File: config.mk
export PLATFORM = sky130hd
export DESIGN_NAME = mem_port_arbiter
export DESIGN_NICKNAME = d
export VERILOG_FILES = /design/src/rtl/mem_port_arbiter.sv
export SDC_FILE = /design/constraint.sdc
export NUM_CORES = 1
export LEC_CHECK = 0
export BUFFER_PORTS_ARGS = -buffer_cell sky130_fd_sc_hd__buf_2
export CORE_ASPECT_RATIO = 0.8
export CORE_MARGIN = 3
export CORE_UTILIZATION = 42
export DETAILED_ROUTE_END_ITERATION = 10
export GPL_ROUTABILITY_DRIVEN = 0
export HOLD_SLACK_MARGIN = 0.08
export PLACE_DENSITY = 0.76
export SYNTH_ARGS = -nofsm -noshare
export SYNTH_HDL_FRONTEND = slang
export SYNTH_SLANG_ARGS = --single-unit
File: constraint.sdc
create_clock -name clk -period 1.6 [get_ports clk]
set_input_delay 0.08 -clock clk [delete_from_list [all_inputs] [get_ports clk]]
set_output_delay 0.08 -clock clk [all_outputs]
set_load 0.02 [all_outputs]
File: src/rtl/mem_port_arbiter.sv
// Shares one external memory port between instruction fetch and data accesses.
// Round-robin arbitration in IDLE; each access runs ISSUE -> WAIT x MEM_LAT -> RESP.
//
// state | meaning
// IDLE  | no transaction; arbitrate and latch the winner's fields
// ISSUE | mem_en strobe visible (aligned) or misalignment reported
// WAIT  | count MEM_LAT cycles; capture mem_rdata in the last one
// RESP  | one-cycle ready/err pulse to the granted requester
module mem_port_arbiter #(
    parameter int ADDR_W  = 32,
    parameter int DATA_W  = 32,
    parameter int MEM_LAT = 1
) (
    input  logic              clk,
    input  logic              reset,
    input  logic              if_req,
    input  logic [ADDR_W-1:0] if_addr,
    output logic              if_ready,
    output logic [DATA_W-1:0] if_rdata,
    output logic              if_err,
    input  logic              d_req,
    input  logic              d_we,
    input  logic [ADDR_W-1:0] d_addr,
    input  logic [DATA_W-1:0] d_wdata,
    output logic              d_ready,
    output logic [DATA_W-1:0] d_rdata,
    output logic              d_err,
    output logic              mem_en,
    output logic              mem_we,
    output logic [ADDR_W-1:0] mem_addr,
    output logic [DATA_W-1:0] mem_wdata,
    input  logic [DATA_W-1:0] mem_rdata,
    output logic              busy
);

    typedef enum logic [1:0] {IDLE, ISSUE, WAIT, RESP} state_t;

    localparam logic       SEL_I = 1'b0;
    localparam logic       SEL_D = 1'b1;
    localparam logic [3:0] LAT   = 4'(MEM_LAT);

    state_t              state_q;
    logic                gnt_q, last_q, we_q, mis_q;
    logic [3:0]          cnt_q;
    logic                mem_en_q, mem_we_q;
    logic [ADDR_W-1:0]   mem_addr_q;
    logic [DATA_W-1:0]   mem_wdata_q;
    logic                if_ready_q, if_err_q, d_ready_q, d_err_q;
    logic [DATA_W-1:0]   if_rdata_q, d_rdata_q;

    logic                gnt_valid_d, gnt_sel_d, req_we_d, mis_d;
    logic [ADDR_W-1:0]   req_addr_d;

    // With both requesting, the side not granted last wins.
    always_comb begin
        gnt_valid_d = if_req | d_req;
        gnt_sel_d   = SEL_I;
        if (if_req && d_req) begin
            gnt_sel_d = (last_q == SEL_D) ? SEL_I : SEL_D;
        end else if (d_req) begin
            gnt_sel_d = SEL_D;
        end
        req_addr_d = (gnt_sel_d == SEL_D) ? d_addr : if_addr;
        req_we_d   = (gnt_sel_d == SEL_D) & d_we;
        mis_d      = |req_addr_d[1:0];
    end

    always_ff @(posedge clk) begin
        if (reset) begin
            state_q     <= IDLE;
            gnt_q       <= SEL_I;
            last_q      <= SEL_D;
            we_q        <= 1'b0;
            mis_q       <= 1'b0;
            cnt_q       <= '0;
            mem_en_q    <= 1'b0;
            mem_we_q    <= 1'b0;
            mem_addr_q  <= '0;
            mem_wdata_q <= '0;
            if_ready_q  <= 1'b0;
            if_err_q    <= 1'b0;
            d_ready_q   <= 1'b0;
            d_err_q     <= 1'b0;
            if_rdata_q  <= '0;
            d_rdata_q   <= '0;
        end else begin
            mem_en_q <= 1'b0;
            case (state_q)
                IDLE: begin
                    if (gnt_valid_d) begin
                        gnt_q  <= gnt_sel_d;
                        last_q <= gnt_sel_d;
                        we_q   <= req_we_d;
                        mis_q  <= mis_d;
                        // Strobe registered here so it is visible during ISSUE.
                        if (!mis_d) begin
                            mem_en_q    <= 1'b1;
                            mem_we_q    <= req_we_d;
                            mem_addr_q  <= req_addr_d;
                            mem_wdata_q <= d_wdata;
                        end
                        state_q <= ISSUE;
                    end
                end
                ISSUE: begin
                    if (mis_q) begin
                        if (gnt_q == SEL_I) begin
                            if_ready_q <= 1'b1;
                            if_err_q   <= 1'b1;
                        end else begin
                            d_ready_q <= 1'b1;
                            d_err_q   <= 1'b1;
                        end
                        state_q <= RESP;
                    end else begin
                        cnt_q   <= 4'd1;
                        state_q <= WAIT;
                    end
                end
                WAIT: begin
                    if (cnt_q == LAT) begin
                        if (gnt_q == SEL_I) begin
                            if_ready_q <= 1'b1;
                            if_rdata_q <= mem_rdata;
                        end else begin
                            d_ready_q <= 1'b1;
                            if (!we_q) d_rdata_q <= mem_rdata;
                        end
                        state_q <= RESP;
                    end else begin
                        cnt_q <= cnt_q + 4'd1;
                    end
                end
                RESP: begin
                    if_ready_q <= 1'b0;
                    if_err_q   <= 1'b0;
                    d_ready_q  <= 1'b0;
                    d_err_q    <= 1'b0;
                    state_q    <= IDLE;
                end
                default: state_q <= IDLE;
            endcase
        end
    end

    assign if_ready  = if_ready_q;
    assign if_err    = if_err_q;
    assign if_rdata  = if_rdata_q;
    assign d_ready   = d_ready_q;
    assign d_err     = d_err_q;
    assign d_rdata   = d_rdata_q;
    assign mem_en    = mem_en_q;
    assign mem_we    = mem_we_q;
    assign mem_addr  = mem_addr_q;
    assign mem_wdata = mem_wdata_q;
    assign busy      = (state_q != IDLE);

endmodule

After elaboration in Yosys (flattened, before gate mapping):

Cells that the tools add are included.
W data, S select, Z words.

* eq/ne operators: 11
* bitwise operators: 7
* reductions and logical operators: 17
* $add $sub $neg: 1
* muxes and demuxes: 26

Operators by type and width (number)
* $mux W32: 1
* $reduce_and A3 Y1: 6
* $mux W1: 15
* $ne A2 B2 Y1 const B: 7
* $mux W4: 2
* $pmux W2 S4: 1
* $pmux W4 S2: 1
* $pmux W1 S3: 2
* $reduce_bool A2 Y1: 3
* $not A1 Y1: 5
* $add A4 B1 Y4 const B: 1
* $eq A2 B2 Y1 const B: 2
* $eq A4 B1 Y1 const B: 1
* $mux W2: 2
* $pmux W1 S2: 2
* $reduce_and A2 Y1: 2
* $reduce_and A4 Y1: 1
* $reduce_bool A3 Y1: 1
* $reduce_or A3 Y1: 1
* $eq A2 B1 Y1 const B: 1
* $logic_not A2 Y1: 1
* $reduce_or A2 Y1: 1
* $and A1 B1 Y1: 1
* $logic_and A1 B1 Y1: 1
* $or A1 B1 Y1: 1

* register bits after elaboration: 144
* logic and storage cells: 78
* input port bits: 133

Logic depth before layout (Yosys ltp):

Gate-level depths: netlist (run 1).

* word-level depth: 6
* depth in mapped cells: 8

Worst setup path after synthesis (run 1):

OpenSTA, ideal clock, no wires.

* kind: reg2reg
* from: register state_q[0]
* to: register mem_addr_q[24] (netlist: mem_addr[24])
* data required time: 1.454 ns
* setup slack: -0.140 ns
* clock period less this slack: 1.740 ns
* cell stages (with the launch flop): 9
* path buffers: 2
* data arrival time: 1.594 ns
* cells stage by stage: dfxtp_1 -> inv_1 -> ha_1 -> and4bb_1 -> a31o_2 -> buf_4 -> buf_4 -> a21oi_1 -> a211oi_2

* longest elaborated chain between the ends: 2

RTL lines
* from (decl): RTL line 42 `state_t state_q;`
* from (signal assigned): RTL line 70 `state_q <= IDLE;`
* from (signal assigned): RTL line 102 `state_q <= ISSUE;`
* from (signal assigned): RTL line 114 `state_q <= RESP;`
* $logic_not A2 Y1: RTL line 88 `case (state_q)`
* $reduce_and A3 Y1 (no source line)
* to (signal assigned): RTL line 99 `mem_addr_q <= req_addr_d;`
* to (decl): RTL line 46 `logic [ADDR_W-1:0] mem_addr_q;`

No other way between the ends.
A chain may end at the register's enable or synchronous reset.

Worst setup path after layout (run 1):

* from: register state_q[0]
* to: register mem_wdata_q[2] (netlist: mem_wdata[2])

* longest elaborated chain between the ends: 2

RTL lines
* $logic_not A2 Y1: RTL line 88
* $reduce_and A3 Y1 (no source line)
* to (signal assigned): RTL line 100 `mem_wdata_q <= d_wdata;`
* to (decl): RTL line 47 `logic [DATA_W-1:0] mem_wdata_q;`

No other way between the ends.

==> flow_metrics.env, run 1 <==
export IMPL_routed_wl_um=25300
export IMPL_total_power_mw=14.1
export IMPL_core_rowCount=37
export IMPL_routed_via_density=5.55
export IMPL_drc=0
export IMPL_first_global_vias=6620
export IMPL_p_leak_nw=4.36
export IMPL_tightestPinTransition_ps=402
export IMPL_dr_pass1_iters=5
export IMPL_synth_ff_type="dfxtp_1"
export IMPL_insertion_delay_ps=410
export IMPL_synth_cell_types=43
export IMPL_fillers=754
export IMPL_max_cap_violations=0
export IMPL_final_antenna_net_count=0
export IMPL_root_buffer="clkbuf_16"
export IMPL_fp_dieArea_um2=15400
export IMPL_clk_pin_slew_worst_paths_ps=70
export IMPL_grt_util_all_layers_pct=26.4
export IMPL_syn_area_um2=5840
export IMPL_ir_worst_vdd_mv=0.892
export IMPL_syn_inst=668
export IMPL_crit_fanout=4
export IMPL_hold_viol_final=0
export IMPL_grt_overflow_total=0
export IMPL_yosysSeqAreaShare_pct=49.4
export IMPL_dp_hpwl_um=12100
export IMPL_pin_count=268
export IMPL_drive_above_1_share_pct=46.9
export IMPL_final_cell_area_um2=10400
export IMPL_detail_route_wl_per_cell_um=20.0
export IMPL_fin_skew_ps=7.01
export IMPL_clock_sinks=144
export IMPL_outcome="finished, violations left"
export IMPL_cts_tree="done"
export IMPL_drt_iter0_drc=510
export IMPL_synthArstFlopShare_pct=0
export IMPL_min_period_ps=1800
export IMPL_power_density_nw_per_um2=1360
export IMPL_placed_area_um2=7690
export IMPL_die_w_um=138
export IMPL_setup_ws_ps=-196
export IMPL_clock_path_buffers=2
export IMPL_die_h_um=111
export IMPL_setup_worst_path_end_class="register"
export IMPL_core_um2=13200
export IMPL_violations="negative setup slack"
export IMPL_syn2layout_area_growth_pct=78.2
export IMPL_hp_class="in -> reg"
export IMPL_crit_type="reg -> reg"
export IMPL_vias=7027
export IMPL_ys_warn_count=0
export IMPL_start_util_pct=44.1
export IMPL_setup_violations=122
export IMPL_max_freq_ghz=0.557
export IMPL_finalCritPeriodShare_pct=112
export IMPL_cp_start_kind="register"
export IMPL_numCtsBuffers=17
export IMPL_port_buffers=267
export IMPL_grt_pass1_wl_um=32500
export IMPL_report_final_slew_viol_count=0
export IMPL_arrival_ps=2140
export IMPL_avgSynthCellArea_um2=8.74
export IMPL_rsz0062_at_grt="true"
export IMPL_grt_max_degree=63
export IMPL_syn_num_nets=807
export IMPL_relSlewSlack_pct=72.9
export IMPL_antenna_found_initial=0
export IMPL_synth_seq_cells=144
export IMPL_synth_edf_count=0
export IMPL_fin_nets=1217
export IMPL_h_tree_depth=4
export IMPL_cp_required_ps=1940
## state kept, by name, indices dropped and copies added (netlist names)
name	flops
state_q	2
gnt_q	1
mem_addr	32
if_ready	1
d_ready	1
last_q	1
we_q	1
if_rdata	32
mem_we	1
mem_en	1
d_err	1
cnt_q	4
mem_wdata	32
if_err	1
mis_q	1
d_rdata	32
## worst paths after layout
| kind | startpoint | endpoint | slack, ps | cells past startpoint |
|---|---|---|---|---|
| max | state_q[0]$_SDFFE_PP0P_ | mem_wdata[2]$_SDFFE_PP0P_ | -200 | 8 |
| min | d_addr[13] | mem_addr[13]$_SDFFE_PP0P_ | 120 | 3 |
| max reg2reg | state_q[0]$_SDFFE_PP0P_ | mem_wdata[2]$_SDFFE_PP0P_ | -200 | 8 |
| min reg2reg | d_rdata[19]$_SDFFE_PP0P_ | d_rdata[19]$_SDFFE_PP0P_ | 450 | 2 |
## per-layer routing
layer | share of wire, % | track usage (%) | up-vias
met5 | 0 | 0 | -
met4 | 5.1 | 15.1 | 0
met3 | 7.0 | 6.01 | 107
met2 | 51 | 46.6 | 390
met1 | 37 | 28.8 | 3370
li1 | - | - | 3160
## synth_stat cells (2+ instances only)
library cell | n | area share (%)
dfxtp_1 | 144 | 49
a21oi_1 | 135 | 12
nand2_1 | 135 | 8.7
nand3_1 | 34 | 2.9
mux2i_1 | 31 | 5.3
o21ai_1 | 29 | 2.5
clkbuf_1 | 28 | 1.8
a211oi_2 | 27 | 5.8
buf_2 | 22 | 1.9
nor2_1 | 14 | 0.90
buf_4 | 7 | 0.90
inv_1 | 7 | 0.45
ha_1 | 6 | 1.3
o21ai_0 | 6 | 0.51
a211oi_1 | 4 | 0.51
nand2b_1 | 3 | 0.32
a31o_2 | 2 | 0.30
and4bb_1 | 2 | 0.43
nand4_1 | 2 | 0.21
nor2_2 | 2 | 0.21
nor2b_1 | 2 | 0.21
nor3_1 | 2 | 0.17
nor3b_1 | 2 | 0.26
or3_1 | 2 | 0.21
xnor2_1 | 2 | 0.30
## per-stage QoR
stage | TNS (ps) | util [%] | std cells | setup slack, ps | hold WS (ps)
after floorplan | -809 | - | 668 | -19.2 | 216
after global placement | -124 | 58.1 | 1089 | -59.0 | 334
after detailed placement | -674 | 58.1 | 1089 | -135 | 338
after CTS | -1030 | 72.4 | 1248 | -44.2 | 83.0
after global routing | -14670 | 78.5 | 1266 | -258 | 123
final | -10450 | 78.6 | 1267 | -196 | 120
## kinds of logic (layout without fill, tap and decap cells)
logic type | after synthesis | in the layout | share of synthesized area (%)
AOI/OAI and AO/OA | 213 | 213 | 23.0
xor gates and xnor gates | 2 | 2 | 0.300
adders and majority gates | 6 | 6 | 1.29
buffers and inverters | 64 | 487 | 5.04
DFF | 144 | 144 | 49.4
muxes | 31 | 31 | 5.32
other | 0 | 1 | 0
and+or+nand+nor | 208 | 208 | 15.7
## what timing repair did
| action | CTS | global route |
|---|---|---|
| endpoints found under the setup margin | 79 | 132 |
| setup buffers | 2 | 5 |
| resized for setup | 10 | 106 |
| hold buffers | 124 | 0 |
| endpoints found under the hold margin | 129 | 0 |
| pin swaps | 3 | 48 |
| cloned | 1 | 13 |
## area by class of cell
type                       count  area [µm²]  area share [%]
timing repair buffer         448        3430            33.0
inverter                       7        28.8           0.277
sequential                   144        2890            27.8
clock inverter                14         123            1.18
tap                          175         219            2.11
clock buffer                  18         439            4.22
antenna                        1        2.50          0.0241
multi-input combinational    460        3270            31.5
## power by group
| part | internal [mW] | leakage (nW) | switching, mW |
|---|---|---|---|
| combinational | 2.68 | 2.92 | 3.25 |
| clock | 2.08 | 0.270 | 1.71 |
| sequential | 4.03 | 1.17 | 0.350 |
| total | 8.80 | 4.36 | 5.31 |
## critical path, stage by stage, from the launching register on
cell	delay, ps
dfxtp_2	370
inv_4	60
ha_4	150
and4bb_2	260
a31oi_4	220
buf_6	180
clkbuf_16	150
o21ai_0	130
a21oi_1	180
## cell usage in the layout (no fill, tap or decap), types with 2 or more instances in the layout
cell	count
a21oi_2	44
nor2_4	2
a21oi_1	83
o21ai_2	17
nand2b_1	3
xnor2_1	2
o21ai_1	12
buf_4	24
nor3_1	2
dfxtp_2	4
a21oi_4	8
ha_4	3
nor2_1	12
inv_1	4
dlygate4sd3_1	124
ha_1	2
nand2_1	134
clkbuf_16	28
nor2_2	2
inv_2	2
nor3b_2	2
buf_2	266
inv_8	3
a211oi_2	30
mux2i_1	31
inv_6	6
nand4_1	2
clkinvlp_4	3
nand3_1	12
buf_6	7
nand3_2	22
nor2b_1	2
dfxtp_1	140
o21ai_4	4
o21ai_0	2
buf_12	14
(Power assumes the default switching activity.)
==> inputs of run 2 (changes only) <==
- CORE_UTILIZATION: 42 -> 25
- PLACE_DENSITY: 0.76 -> not set
==> run 2 against run 1 <==
Compared with the run above: the flow still finishes with violations (negative setup slack); cell count up 10%; final area down 0.72%; utilization fell by 33 points; clock power is essentially flat; largest cell class unchanged; count of clock-buffer cells in the layout decreased by 1; largest power group unchanged; non-clock buffer count increased by 1; first-iteration DRC count fell by 36%; worst setup slack improved by 140 ps; via count fell by 8.4%.
==> flow_metrics.env, run 2 (synthesis gave the netlist of run 1 again) <==
export IMPL_drt_iter0_drc=328
export IMPL_seq_area_um2=2890
export IMPL_violations="negative setup slack"
export IMPL_grt_util_all_layers_pct=16.2
export IMPL_hold_depth=2
export IMPL_ir_worst_vdd_mv=0.716
export IMPL_setup_worst_path_end_class="register"
export IMPL_crit_fanout=8
export IMPL_rsz0062_at_grt="true"
export IMPL_p_leak_nw=4.36
export IMPL_dp_cells=1223
export IMPL_hold_slack_ps=137
export IMPL_root_buffer="clkbuf_16"
export IMPL_insertion_delay_ps=420
export IMPL_utilization_pct=45.5
export IMPL_fp_dieArea_um2=25200
export IMPL_cp_required_ps=1950
export IMPL_antenna_cells=0
export IMPL_vias=6440
export IMPL_h_tree_depth=4
export IMPL_clk_pin_slew_worst_paths_ps=70
export IMPL_r2r_slack_ps=-60
export IMPL_min_period_ps=1660
export IMPL_tightestPinTransition_ps=489
export IMPL_drive_above_1_share_pct=44.2
export IMPL_drc=0
export IMPL_fin_nets=1219
export IMPL_dr_pass1_iters=6
export IMPL_arrival_ps=2010
export IMPL_relSlewSlack_pct=67.4
export IMPL_placed_area_um2=7890
export IMPL_first_global_vias=6459
export IMPL_die_h_um=143
export IMPL_power_density_nw_per_um2=1280
export IMPL_cp_start_kind="register"
export IMPL_routed_via_density=4.60
export IMPL_final_antenna_net_count=0
export IMPL_final_cell_area_um2=10300
export IMPL_start_util_pct=25.7
export IMPL_numCtsBuffers=17
export IMPL_clock_path_buffers=2
export IMPL_hp_class="in -> reg"
export IMPL_core_rowCount=49
export IMPL_setup_violations=68
export IMPL_most_common_layout_cells="buf_2, dfxtp_1, dlygate4sd3_1, nand2_1, a21oi_1"
export IMPL_detail_route_wl_per_cell_um=16.2
export IMPL_report_final_slew_viol_count=0
export IMPL_pin_count=268
export IMPL_final_cells=1399
export IMPL_setup_ws_ps=-58.2
export IMPL_clock_sinks=144
export IMPL_max_freq_ghz=0.603
export IMPL_max_cap_violations=0
export IMPL_crit_type="reg -> reg"
export IMPL_cts_tree="done"
export IMPL_die_w_um=177
export IMPL_port_buffers=267
export IMPL_dp_hpwl_um=13100
export IMPL_routed_wl_um=22600
export IMPL_multi_input_area_um2=3110
export IMPL_finalCritPeriodShare_pct=104
export IMPL_reg2reg_depth=10
export IMPL_core_um2=22700
export IMPL_syn2layout_area_growth_pct=76.9
export IMPL_grt_overflow_total=0
export IMPL_final_common_cell="buf_2"
export IMPL_outcome="finished, violations left"
export IMPL_hold_viol_final=0
export IMPL_fillers=2167
export IMPL_grt_pass1_wl_um=32700
export IMPL_fin_skew_ps=9.90
export IMPL_grt_max_degree=45
export IMPL_antenna_found_initial=0
-- run 2: layer usage --
metal | vias to the layer above | GRT usage, % | part of all wire, %
met4 | 0 | 6.82 | 2.9
li1 | 3154 | - | -
met3 | 48 | 4.89 | 6.1
met2 | 198 | 27.5 | 48
met5 | - | 0 | 0
met1 | 3040 | 19.0 | 43
-- run 2: layout make-up --
| class | instances | area share (%) |
|---|---|---|
| Timing Repair Buffer | 449 | 32.6 |
| Tap cell | 306 | 3.71 |
| Clock inverter | 15 | 1.20 |
| Inverter | 7 | 0.303 |
| Sequential cell | 144 | 28.0 |
| Clock buffer | 17 | 4.12 |
| Multi-Input combinational cell | 461 | 30.1 |
-- run 2: where the power goes --
group          total [mW]  leakage (nW)  switching, mW  internal (mW)
combinational        5.14          2.93           2.80           2.34
sequential           4.32          1.17          0.285           4.03
clock                3.77         0.261           1.74           2.03
-- run 2: worst paths after layout --
path | start | to
setup / recovery | cnt_q[1]$_SDFFE_PP0P_ | d_rdata[19]$_SDFFE_PP0P_
hold / removal | reset | we_q$_SDFFE_PP0P_
setup reg to reg | cnt_q[1]$_SDFFE_PP0P_ | d_rdata[19]$_SDFFE_PP0P_
hold reg to reg | d_rdata[22]$_SDFFE_PP0P_ | d_rdata[22]$_SDFFE_PP0P_
-- run 2: repair_timing --
item,4_1_cts,5_1_grt
resized for setup,8,81
gates cloned,1,10
endpoints found under the hold margin,130,0
buffers inserted,3,5
setup endpoints to repair,72,137
pin swaps,1,29
hold buffers,126,0
-- run 2: per-stage QoR --
step	total power, mW	setup TNS (ps)	setup slack (ps)
4_1_cts	12.6	-174	-25.1
3_5_place_dp	8.43	-1580	-69.6
3_3_place_gp	8.39	-52.7	-14.1
6_report	13.2	-1330	-58.2
2_1_floorplan	6.92	-809	-19.2
5_1_grt	14.0	-7570	-136
-- run 2: critical path, cell delays in order (launching register included) --
cell	delay [ps]
dfxtp_2	320
inv_2	60
ha_4	130
buf_6	100
nand4bb_4	120
buf_6	140
nor3_4	210
buf_6	150
clkbuf_16	170
nand2_2	70
a21oi_2	120
==> inputs of run 3 (changes only) <==
- ABC_AREA: not set -> 1
- REMOVE_ABC_BUFFERS: not set -> 1
==> run 3 against run 2 <==
Compared with the run above: the flow now finishes without violations; final area decreased by 1.0%; die area rose by 5.7%; sequential power is 3% lower; synthesized cell count grew 37%; sequential share of layout area rose by 0.22 points; critical path type unchanged; largest cell class unchanged.
==> flow_metrics.env, run 3 <==
export IMPL_fillers=2332
export IMPL_synth_top_cell_area_share_pct=46.6
export IMPL_hold_depth=5
export IMPL_grt_max_degree=64
export IMPL_p_leak_nw=5.56
export IMPL_grt_overflow_total=0
export IMPL_max_freq_ghz=0.668
export IMPL_die_h_um=147
export IMPL_grt_pass1_wl_um=34000
export IMPL_finalCritPeriodShare_pct=93.6
export IMPL_holdPathEnd="mis_q$_SDFFE_PP0P_"
export IMPL_min_period_ps=1500
export IMPL_most_common_layout_cells="nand2_1, buf_2, nor2_1, dfxtp_1, nand3_1"
export IMPL_relSlewSlack_pct=76.1
export IMPL_min_delay_start="if_req"
export IMPL_yosysSeqAreaShare_pct=46.6
export IMPL_crit_type="reg -> reg"
export IMPL_h_tree_depth=4
export IMPL_reg2reg_depth=9
export IMPL_fin_nets=1464
export IMPL_outcome="complete, no violations"
export IMPL_drt_iter0_drc=403
export IMPL_rr_startpoint="state_q[0]$_SDFFE_PP0P_"
export IMPL_hold_slack_ps=146
export IMPL_synth_most_common_cell="nand2_1"
export IMPL_syn_inst=918
export IMPL_final_antenna_net_count=0
export IMPL_first_global_vias=6846
export IMPL_syn_area_um2=6180
export IMPL_total_power_mw=11.9
export IMPL_critPathSlowestCell="dfxtp_1"
export IMPL_tightestPinTransition_ps=358
export IMPL_final_common_cell="nand2_1"
export IMPL_dr_pass1_iters=5
export IMPL_critical_path_max_stage_delay_ps=320
export IMPL_clk_pin_slew_worst_paths_ps=70
export IMPL_core_rowCount=50
export IMPL_cp_required_ps=1910
export IMPL_pin_count=268
export IMPL_hp_class="in -> reg"
export IMPL_setup_worst_path_end_class="register"
export IMPL_cp_start_kind="register"
export IMPL_max_cap_violations=0
export IMPL_start_util_pct=25.9
export IMPL_die_w_um=182
export IMPL_syn2layout_area_growth_pct=65.3
export IMPL_ys_warn_count=0
export IMPL_ir_worst_vdd_mv=0.647
export IMPL_root_buffer="clkbuf_16"
export IMPL_hold_viol_final=0
export IMPL_numCtsBuffers=17
export IMPL_grt_util_all_layers_pct=15.4
export IMPL_report_final_slew_viol_count=0
export IMPL_synth_cell_types=24
export IMPL_synth_ff_type="dfxtp_1"
export IMPL_timing_rr_end="d_rdata[25]$_SDFFE_PP0P_"
export IMPL_drive_above_1_share_pct=27.4
export IMPL_yosys_top_cells_area="dfxtp_1, nand2_1, nand3_1"
export IMPL_setup_violations=0
export IMPL_insertion_delay_ps=420
export IMPL_multi_input_area_um2=2710
export IMPL_arrival_ps=1810
export IMPL_crit_fanout=11
export IMPL_seq_area_um2=2880
export IMPL_vias=7165
export IMPL_port_buffers=267
export IMPL_core_um2=23800
export IMPL_dp_hpwl_um=13900
export IMPL_r2r_slack_ps=100
export IMPL_synth_edf_count=0
export IMPL_worstPathCellList="inv_2 -> ha_2 -> nand3_2 -> nor2_8 -> buf_12 -> buf_12 -> nand2_1 -> nand2_1 -> nor2_1"
export IMPL_fin_skew_ps=15.4
export IMPL_antenna_found_initial=0
export IMPL_clock_path_buffers=2
export IMPL_avgSynthCellArea_um2=6.73
export IMPL_power_density_nw_per_um2=1170
export IMPL_antenna_cells=0
export IMPL_yosysTopAreaCell="dfxtp_1"
export IMPL_routed_wl_um=22500
export IMPL_synthArstFlopShare_pct=0
export IMPL_drc=0
export IMPL_synth_seq_cells=144
export IMPL_cts_tree="done"
export IMPL_synth_top_cells_by_count="nand2_1, nor2_1, dfxtp_1"
export IMPL_routed_via_density=4.34
export IMPL_clock_sinks=144
export IMPL_detail_route_wl_per_cell_um=13.7
export IMPL_fp_dieArea_um2=26700
-- run 3: cell count changes after synthesis, moves of 29 or more --
cell,previous run,this run
nor2_1,14,147
nand2_1,135,317
inv_1,7,87
nand3_1,34,138
o21ai_1,29,0
mux2i_1,31,0
a21oi_1,135,6
-- run 3: kinds of logic (layout without fill, tap and decap cells) --
logic type,Yosys count,count (layout),share of synthesized area (%)
AO/OA/AOI/OAI,14,14,1.21
adder cells (fa/ha/maj),6,6,1.21
buffers and inverters,142,562,10.0
flip-flops,144,144,46.6
AND/OR/NAND/NOR,612,612,40.9
-- run 3: power breakdown --
group / switching (mW) / internal (mW) / leakage, nW
Clock: 1.76 / 2.36 / 0.288
Combinational: 2.09 / 1.52 / 4.11
Sequential: 0.223 / 3.99 / 1.17
Total: 4.08 / 7.86 / 5.56
-- run 3: area by class of cell --
cell class,count,share of cell area (%)
clock buffer,17,4.16
clock inverter,15,1.73
inverter,89,3.32
multi-input combinational,632,26.5
sequential,144,28.2
tap,312,3.82
timing repair buffer,441,32.2
-- run 3: per-layer routing --
metal	vias up	wire length [µm]	track usage, %
li1	3627	-	-
met1	3157	9760	19.5
met2	341	10100	24.9
met3	40	2060	5.38
met4	0	580	4.61
met5	-	0	0
-- run 3: worst max path at each step --
stage / cells past startpoint / end / startpoint / slack, ps
after floorplan: 3 / cnt_q[2]$_SDFFE_PP0P_ / reset / -2070
after global placement: 9 / mem_addr[15]$_SDFFE_PP0P_ / state_q[0]$_SDFFE_PP0P_ / 60
after detailed placement: 9 / mem_wdata[4]$_SDFFE_PP0P_ / state_q[0]$_SDFFE_PP0P_ / 10
after CTS: 9 / mem_wdata[31]$_SDFFE_PP0P_ / state_q[0]$_SDFFE_PP0P_ / 20
after global routing: 8 / cnt_q[1]$_SDFFE_PP0P_ / state_q[0]$_SDFFE_PP0P_ / -4
final: 9 / d_rdata[25]$_SDFFE_PP0P_ / state_q[0]$_SDFFE_PP0P_ / 100
-- run 3: what timing repair did --
item,4_1_cts,5_1_grt
cloned,0,8
endpoints found under the setup margin,2,83
setup buffers,0,4
hold buffers,126,0
endpoints found under the hold margin,136,0
gates resized for setup,0,12
pin swaps,1,5
-- run 3: critical path, delay by kind of cell (launching register included) --
| kind | cells | cell delay, ps |
|---|---|---|
| adder cells (fa/ha/maj) | 1 | 230 |
| AND/OR/NAND/NOR | 5 | 480 |
| buffers and inverters | 3 | 370 |
| flip-flops | 1 | 320 |
-- run 3: per-stage QoR --
stage,TNS (ps),std cells,worst slack [ps],util (%),instance area [µm²]
floorplan,-257150,865,-2070,-,5900
global placement,0,1480,57.5,33.9,8090
detailed placement,0,1480,12.9,33.9,8090
CTS,0,1638,21.0,41.8,9950
global route,-3.68,1650,-3.68,42.9,10200
finish,0,1650,103,42.9,10200
